[config.mk]
export PLATFORM = sky130hd
export DESIGN_NAME = fetch_unit
export DESIGN_NICKNAME = d
export VERILOG_FILES = /design/src/rtl/fetch_pkg.sv /design/src/rtl/sat_counter.sv /design/src/rtl/fetch_unit.sv
export SDC_FILE = /design/constraint.sdc
export NUM_CORES = 1
export LEC_CHECK = 0
export ABC_AREA = 1
export CAP_MARGIN = 20
export CELL_PAD_IN_SITES_DETAIL_PLACEMENT = 0
export CELL_PAD_IN_SITES_GLOBAL_PLACEMENT = 1
export CORE_UTILIZATION = 33
export CTS_BUF_LIST = sky130_fd_sc_hd__clkbuf_8
export DETAILED_ROUTE_END_ITERATION = 10
export PLACE_DENSITY_LB_ADDON = 0.1
export SETUP_SLACK_MARGIN = 0.2
export SKIP_LAST_GASP = 1
export SYNTH_ARGS = -nofsm -noshare
export SYNTH_HDL_FRONTEND = slang
export SYNTH_SLANG_ARGS = --single-unit
[constraint.sdc]
create_clock -name Clk -period 1.64 [get_ports Clk]
set_input_delay 0.246 -clock Clk [delete_from_list [all_inputs] [get_ports Clk]]
set_output_delay 0.246 -clock Clk [all_outputs]
set_load 0.01 [all_outputs]
[src/rtl/fetch_pkg.sv]
// Shared types and default widths for the fetch/program-counter stage.
// Imported by the fetch unit and its bench.
package fetch_pkg;

    localparam int PC_W   = 10;
    localparam int LUT_AW = 4;
    localparam int CNT_W  = 16;

    typedef enum logic [1:0] {
        IDLE = 2'd0,
        RUN  = 2'd1,
        DONE = 2'd2
    } fetch_state_t;

    typedef logic [PC_W-1:0] pc_t;

endpackage

[src/rtl/sat_counter.sv]
// Up-counter that sticks at all-ones instead of wrapping.
// A synchronous clear takes priority over the enable.
module sat_counter #(
    parameter int W = 16
) (
    input  logic         clk_i,
    input  logic         rst_i,
    input  logic         clr_i,
    input  logic         en_i,
    output logic [W-1:0] cnt_o
);

    logic [W-1:0] cnt_q, cnt_d;

    always_comb begin
        cnt_d = cnt_q;
        if (clr_i)
            cnt_d = '0;
        else if (en_i && (cnt_q != '1))
            cnt_d = cnt_q + W'(1);
    end

    always_ff @(posedge clk_i or posedge rst_i) begin
        if (rst_i)
            cnt_q <= '0;
        else
            cnt_q <= cnt_d;
    end

    assign cnt_o = cnt_q;

endmodule

[src/rtl/fetch_unit.sv]
// Program counter, branch-target redirect and start/run/halt lifecycle.
// The taken-branch path LutIdx -> external LUT -> Target -> next PC is combinational.
module fetch_unit #(
    parameter int PC_W   = fetch_pkg::PC_W,
    parameter int LUT_AW = fetch_pkg::LUT_AW,
    parameter int CNT_W  = fetch_pkg::CNT_W
) (
    input  logic              Clk,
    input  logic              Reset,
    input  logic              Start,
    input  logic [PC_W-1:0]   StartAddr,
    input  logic              Stall,
    input  logic              BranchEn,
    input  logic              BranchCond,
    input  logic [LUT_AW-1:0] LutIdx,
    output logic [LUT_AW-1:0] LutAddr,
    input  logic [PC_W-1:0]   Target,
    input  logic              Halt,
    output logic [PC_W-1:0]   ProgCtr,
    output logic              Running,
    output logic              Done,
    output logic [CNT_W-1:0]  CycleCnt
);

    import fetch_pkg::*;

    fetch_state_t    state_q, state_d;
    logic [PC_W-1:0] pc_q, pc_d;
    logic            running_q, done_q;
    logic            start_load;

    assign LutAddr = LutIdx;

    // Stall outranks halt, so a halt under stall is simply retried next cycle.
    always_comb begin
        state_d    = state_q;
        pc_d       = pc_q;
        start_load = 1'b0;
        case (state_q)
            IDLE, DONE: begin
                if (Start) begin
                    pc_d       = StartAddr;
                    state_d    = RUN;
                    start_load = 1'b1;
                end
            end
            RUN: begin
                if (Stall)
                    pc_d = pc_q;
                else if (Halt)
                    state_d = DONE;
                else if (BranchEn && BranchCond)
                    pc_d = Target;
                else
                    pc_d = pc_q + PC_W'(1);
            end
            default: state_d = IDLE;
        endcase
    end

    always_ff @(posedge Clk or posedge Reset) begin
        if (Reset) begin
            state_q   <= IDLE;
            pc_q      <= '0;
            running_q <= 1'b0;
            done_q    <= 1'b0;
        end else begin
            state_q   <= state_d;
            pc_q      <= pc_d;
            running_q <= (state_d == RUN);
            done_q    <= (state_d == DONE);
        end
    end

    sat_counter #(.W(CNT_W)) u_cycle_cnt (
        .clk_i (Clk),
        .rst_i (Reset),
        .clr_i (start_load),
        .en_i  (state_q == RUN),
        .cnt_o (CycleCnt)
    );

    assign ProgCtr = pc_q;
    assign Running = running_q;
    assign Done    = done_q;

endmodule

## Word-level counts from Yosys, hierarchy flattened

Index checks and enable logic that the tools add are counted.

- Bits in read-only memories: 0
- Bits in latches: 0
- Word-level logic and storage cells: 35
- Bits in writable memories: 0
- Output and inout port bits: 32
- Memories: 0
- Register bits after elaboration: 30

- Bitwise operators: 0
- Div/mod/pow operators: 0
- Order comparisons: 0
- Multiplexer cells: 13
- Shift-type cells: 0
- $mul: 0
- Add/sub/neg operators: 2
- Reductions and logical operators: 7
- Eq/ne operators: 8

Operators by type and width:

| cell | number |
|---|---|
| $mux 10 | 4 |
| $mux 16 | 2 |
| $pmux 10 s2 | 1 |
| $add 16x1->16 const B | 1 |
| $ne 16x16->1 const B | 1 |
| $add 10x1->10 const B | 1 |
| $mux 2 | 3 |
| $ne 2x2->1 const B | 3 |
| $eq 2x1->1 const B | 2 |
| $eq 2x2->1 const B | 2 |
| $pmux 2 s2 | 1 |
| $reduce_and 4->1 | 1 |
| $reduce_bool 2->1 | 2 |
| $logic_and 1x1->1 | 2 |
| $logic_not 2->1 | 1 |
| $mux 1 | 2 |
| $reduce_or 2->1 | 1 |

## Logic depth before layout (Yosys ltp)

- Depth in word-level cells: 5
- Depth in mapped cells: 11

## Modules after synthesis

From an unflattened synthesis, not the netlist that was laid out.

- Cells, all modules: 309
- Area total of the unflattened synthesis: 2073.2 µm²

By module, submodules not included:

| module | area each (µm²) | seq. area each (µm²) | cells each | instances |
|---|---|---|---|---|
| sat_counter | 1083.5 | 400.4 | 159 | 1 |
| fetch_unit | 989.7 | 350.3 | 150 | 1 |

## Worst setup path before layout

No wires, ideal clock.

- Kind: flip-flop to flip-flop
- From: reg u_cycle_cnt.cnt_q[0], in the netlist u_cycle_cnt.cnt_o[0]
- To: reg u_cycle_cnt.cnt_q[8], in the netlist u_cycle_cnt.cnt_o[8]
- Required time: 1508 ps
- Path buffers: 1
- Setup slack: 71 ps
- Cell stages (with the launch flop): 11
- Data arrival time: 1438 ps
- Cell sequence: dfrtp_1 ha_1 inv_1 nor2_1 nand2_2 nor2_2 nor2_2 buf_6 nand3_1 nand2_1 nor2_1

- Cells in the longest elaborated chain, start to end: 3

RTL lines:

| what | line | source |
|---|---|---|
| start, declared | sat_counter.sv:13 | `logic [W-1:0] cnt_q, cnt_d;` |
| start signal, assigned | sat_counter.sv:27 | `cnt_q <= cnt_d;` |
| $add 16x1->16 / $ne 16x16->1 (equally long branches) | sat_counter.sv:20, sat_counter.sv:19 |  |
| $mux 16 / $logic_and 1x1->1 (equally long branches) | sat_counter.sv:19 | `else if (en_i && (cnt_q != '1))` |
| $mux 16 / $reduce_bool 2->1 (equally long branches) | n/a |  |

Several ways; a longest one is shown, not always the timed one. The select of a mux whose other input is x is not followed.
A chain may end at the register's enable or synchronous reset.

## Worst setup path after layout

- From: reg u_cycle_cnt.cnt_q[0], in the netlist u_cycle_cnt.cnt_o[0]
- To: reg u_cycle_cnt.cnt_q[6], in the netlist u_cycle_cnt.cnt_o[6]

Same word-level chain as after synthesis.

==> flow_summary.toml <==
[run_status]
status = "finished, final reports clean"

[route]
num_vias = 2198
wl_um = 5910
antenna_left = 0
drc = 0
dr.pass1.iters = 4
vias_per_cell = 4.79
drtIter0Drc = 79
routedWlPerCell_um = 12.9

[cells_and_area]
diodes = 0
syn2layout_area_growth_pct = 52.9
fin_cells = 459
stdcell_area_um2 = 3100
final_layout_size_suffix_gt1_frac = 0.240
layout_common_cells = "nand2_1 (73), buf_4 (38), nand3_1 (31), nor2_1 (30), clkdlybuf4s50_1 (29)"
fin_nets = 416
layout_commonest_cell = "nand2_1"

[global_route]
grt_usage = 0.196
grt_antenna_before_repair = 0
grt_pass1_vias = 2117
grt_max_degree = 31
grt_pass1_wl_um = 9760
gr-total-overflow = 0

[placement]
dpl_worst_slack_ns = 0.0375
hpwl_um = 4160
post_dp_cell_area_um2 = 2780
dp.cells = 433
place_congestion = 0.773
port_buffers = 54

[clock_tree]
ctsHtreeMaxLevel = 2
cts_buffer_depth = 2
root_buffer = "clkbuf_8"
cts_tree = "yes"
clk_latency_ns = 0.28
clock_sinks = 30
cts_hold_buf = 0
cts_made_buffers = 5
clk_pin_slew_ns = 0.07

[setup_path]
cp_top_family = "simple AND/OR/NAND/NOR gates"
path_class = "reg2reg"
ff2ff_setup_slack_ns = 0.13
crit_path_end_kind = "register"
worstReg2RegEnd = "u_cycle_cnt.cnt_o[6]"
r2r_start = "u_cycle_cnt.cnt_o[0]"
crit_buf_inv = 3
critical_path.startpoint = "u_cycle_cnt.cnt_o[0]"
cp.arrival_ns = 1.72
crit_slowest_cell = "dfrtp_1"
required_ns = 1.85
path_cells = "buf_6 -> ha_4 -> inv_4 -> nor2_4 -> nand2_2 -> nor2_4 -> nor2_4 -> buf_4 -> nand2_1 -> a21oi_1"
crit_path_max_fanout = 8
cpPeakStageDelay_ns = 0.39
r2r_cells = 10
startpoint_type = "register"
cp_common_cell = "nor2_4"

[synth]
synthDistinctLibCells = 28
ys_seq_area_frac = 0.370
yosys_warnings = 0
synth_edf_count = 0
synth-seq-cells = 30
syn_avg_cell_area_um2 = 6.93
ys_top_cells_by_area = "dfrtp_1 (37%), nand2_1 (16%), nand3_1 (7.6%)"
syn_nets = 326
synth-main-ff-cell = "dfrtp_1"
async_flop_share = 1.00
synth_top_area_frac = 0.370
synth_area_um2 = 2030
syn_inst = 293
synth_top_area_cell = "dfrtp_1"

[timing]
tightestPinTransition_ns = 0.407
drv_slew = 0
setup_viol = 0
max-slew-margin-rel = 0.729
min_period_ns = 1.51
rsz0062_at_grt = "true"
worst_slack_ns = 0.131
post-route-period-util = 0.920
fin_tns_setup_ns = 0
finClkSkew_ns = 0.00442
hold_viol_final = 0
max_freq_mhz = 663

[power_and_ir_drop]
p_sw_frac = 0.415
combPwrFrac = 0.589
powerDensity_nw_per_um2 = 1320
p_seq_frac = 0.262
power.share.clock = 0.149
vdd_ir_drop_max_mv = 0.784
netSwitchingPower_uw = 1700
p_int_uw = 2400
leakage_uw = 0.00159

[floorplanning]
die-area_um2 = 6470
coreArea_um2 = 5920
die_y_um = 80.4
rows = 28
ios = 63
die_width_um = 80.4
initial_core_util = 0.343

[job]
cap_violations = 0

[min_path]
hold_class = "in2async"
[logic make-up (layout without fill, tap and decap cells)]
| logic type | count (synthesis) | count (layout) | synth area share |
|---|---|---|---|
| adders and majority gates | 2 | 2 | 0.0123 |
| and+or+nand+nor | 169 | 169 | 0.364 |
| buffers and inverters | 44 | 135 | 0.107 |
| DFF | 30 | 30 | 0.370 |
| AOI/OAI and AO/OA | 44 | 44 | 0.130 |
| xor gates and xnor gates | 4 | 4 | 0.0173 |
[sequential cells by signal (all words and copies together), names as in the netlist]
name               cells
Done                   1
ProgCtr               10
Running                1
state_q                2
u_cycle_cnt.cnt_o     16
[power groups by stage]
| stage | registers [µW] | logic [µW] | clock network [µW] |
|---|---|---|---|
| CTS | 1080 | 2390 | 629 |
| floorplan | 1230 | 1090 | 0 |
| global placement | 1160 | 1970 | 0 |
| detailed placement | 1160 | 1970 | 0 |
| finish | 1080 | 2420 | 610 |
| global route | 1100 | 2700 | 660 |
[worst max path at each step]
stage                                  to  slack [ns]  cells after the start
floorplan           u_cycle_cnt.cnt_o[15]        0.14                     10
global placement               ProgCtr[6]        0.06                      7
detailed placement             ProgCtr[5]        0.04                      7
CTS                  u_cycle_cnt.cnt_o[6]        0.12                     10
global route         u_cycle_cnt.cnt_o[6]        0.05                     11
finish               u_cycle_cnt.cnt_o[6]        0.13                     10
[timing repair]
action,in CTS,in global routing
resized for setup,41,16
cloned,1,0
buffers inserted,16,1
hold endpoints to repair,0,0
pin swaps,4,0
endpoints found under the setup margin,40,31
[cell type report]
type	count	area, µm²
fill	600	2820
multi-input combinational	219	1160
timing repair buffer	96	883
sequential	30	757
inverter	31	119
tap	75	93.8
clock buffer	6	82.6
clock inverter	2	8.76
[worst min-delay path: stages]
cell and delay (ns):
clkdlybuf4s50_1 0.39, inv_1 0.05, buf_4 0.36
[metal layers]
metal,part of all wire,global-route usage,up-vias,routed length [µm]
li1,-,-,1122,-
met1,0.47,0.249,1029,2750
met2,0.49,0.336,45,2870
met3,0.044,0.0375,2,262
met4,0.0049,0.0571,0,29
met5,0,0,-,0
[synthesized netlist by cell type (2+ instances only)]
cell type  instances
nand2_1           84
nor2_1            32
inv_1             31
nand3_1           31
dfrtp_1           30
a21oi_1           16
o21ai_0           13
nand4_1            7
o21ai_2            6
nand2_2            5
nor2_2             5
buf_4              4
buf_6              3
clkbuf_1           3
nor3_1             3
o21bai_1           3
xnor2_1            3
buf_2              2
ha_1               2
o31ai_1            2
[metrics by stage]
stage,hold WS (ns),total power [µW],utilization
after detailed placement,0.492,3120,0.469
after global placement,0.492,3130,0.469
final,0.348,4110,0.524
after global routing,0.423,4460,0.524
after CTS,0.366,4090,0.517
after floorplan,0.337,2320,-
(Power assumes the default switching activity.)
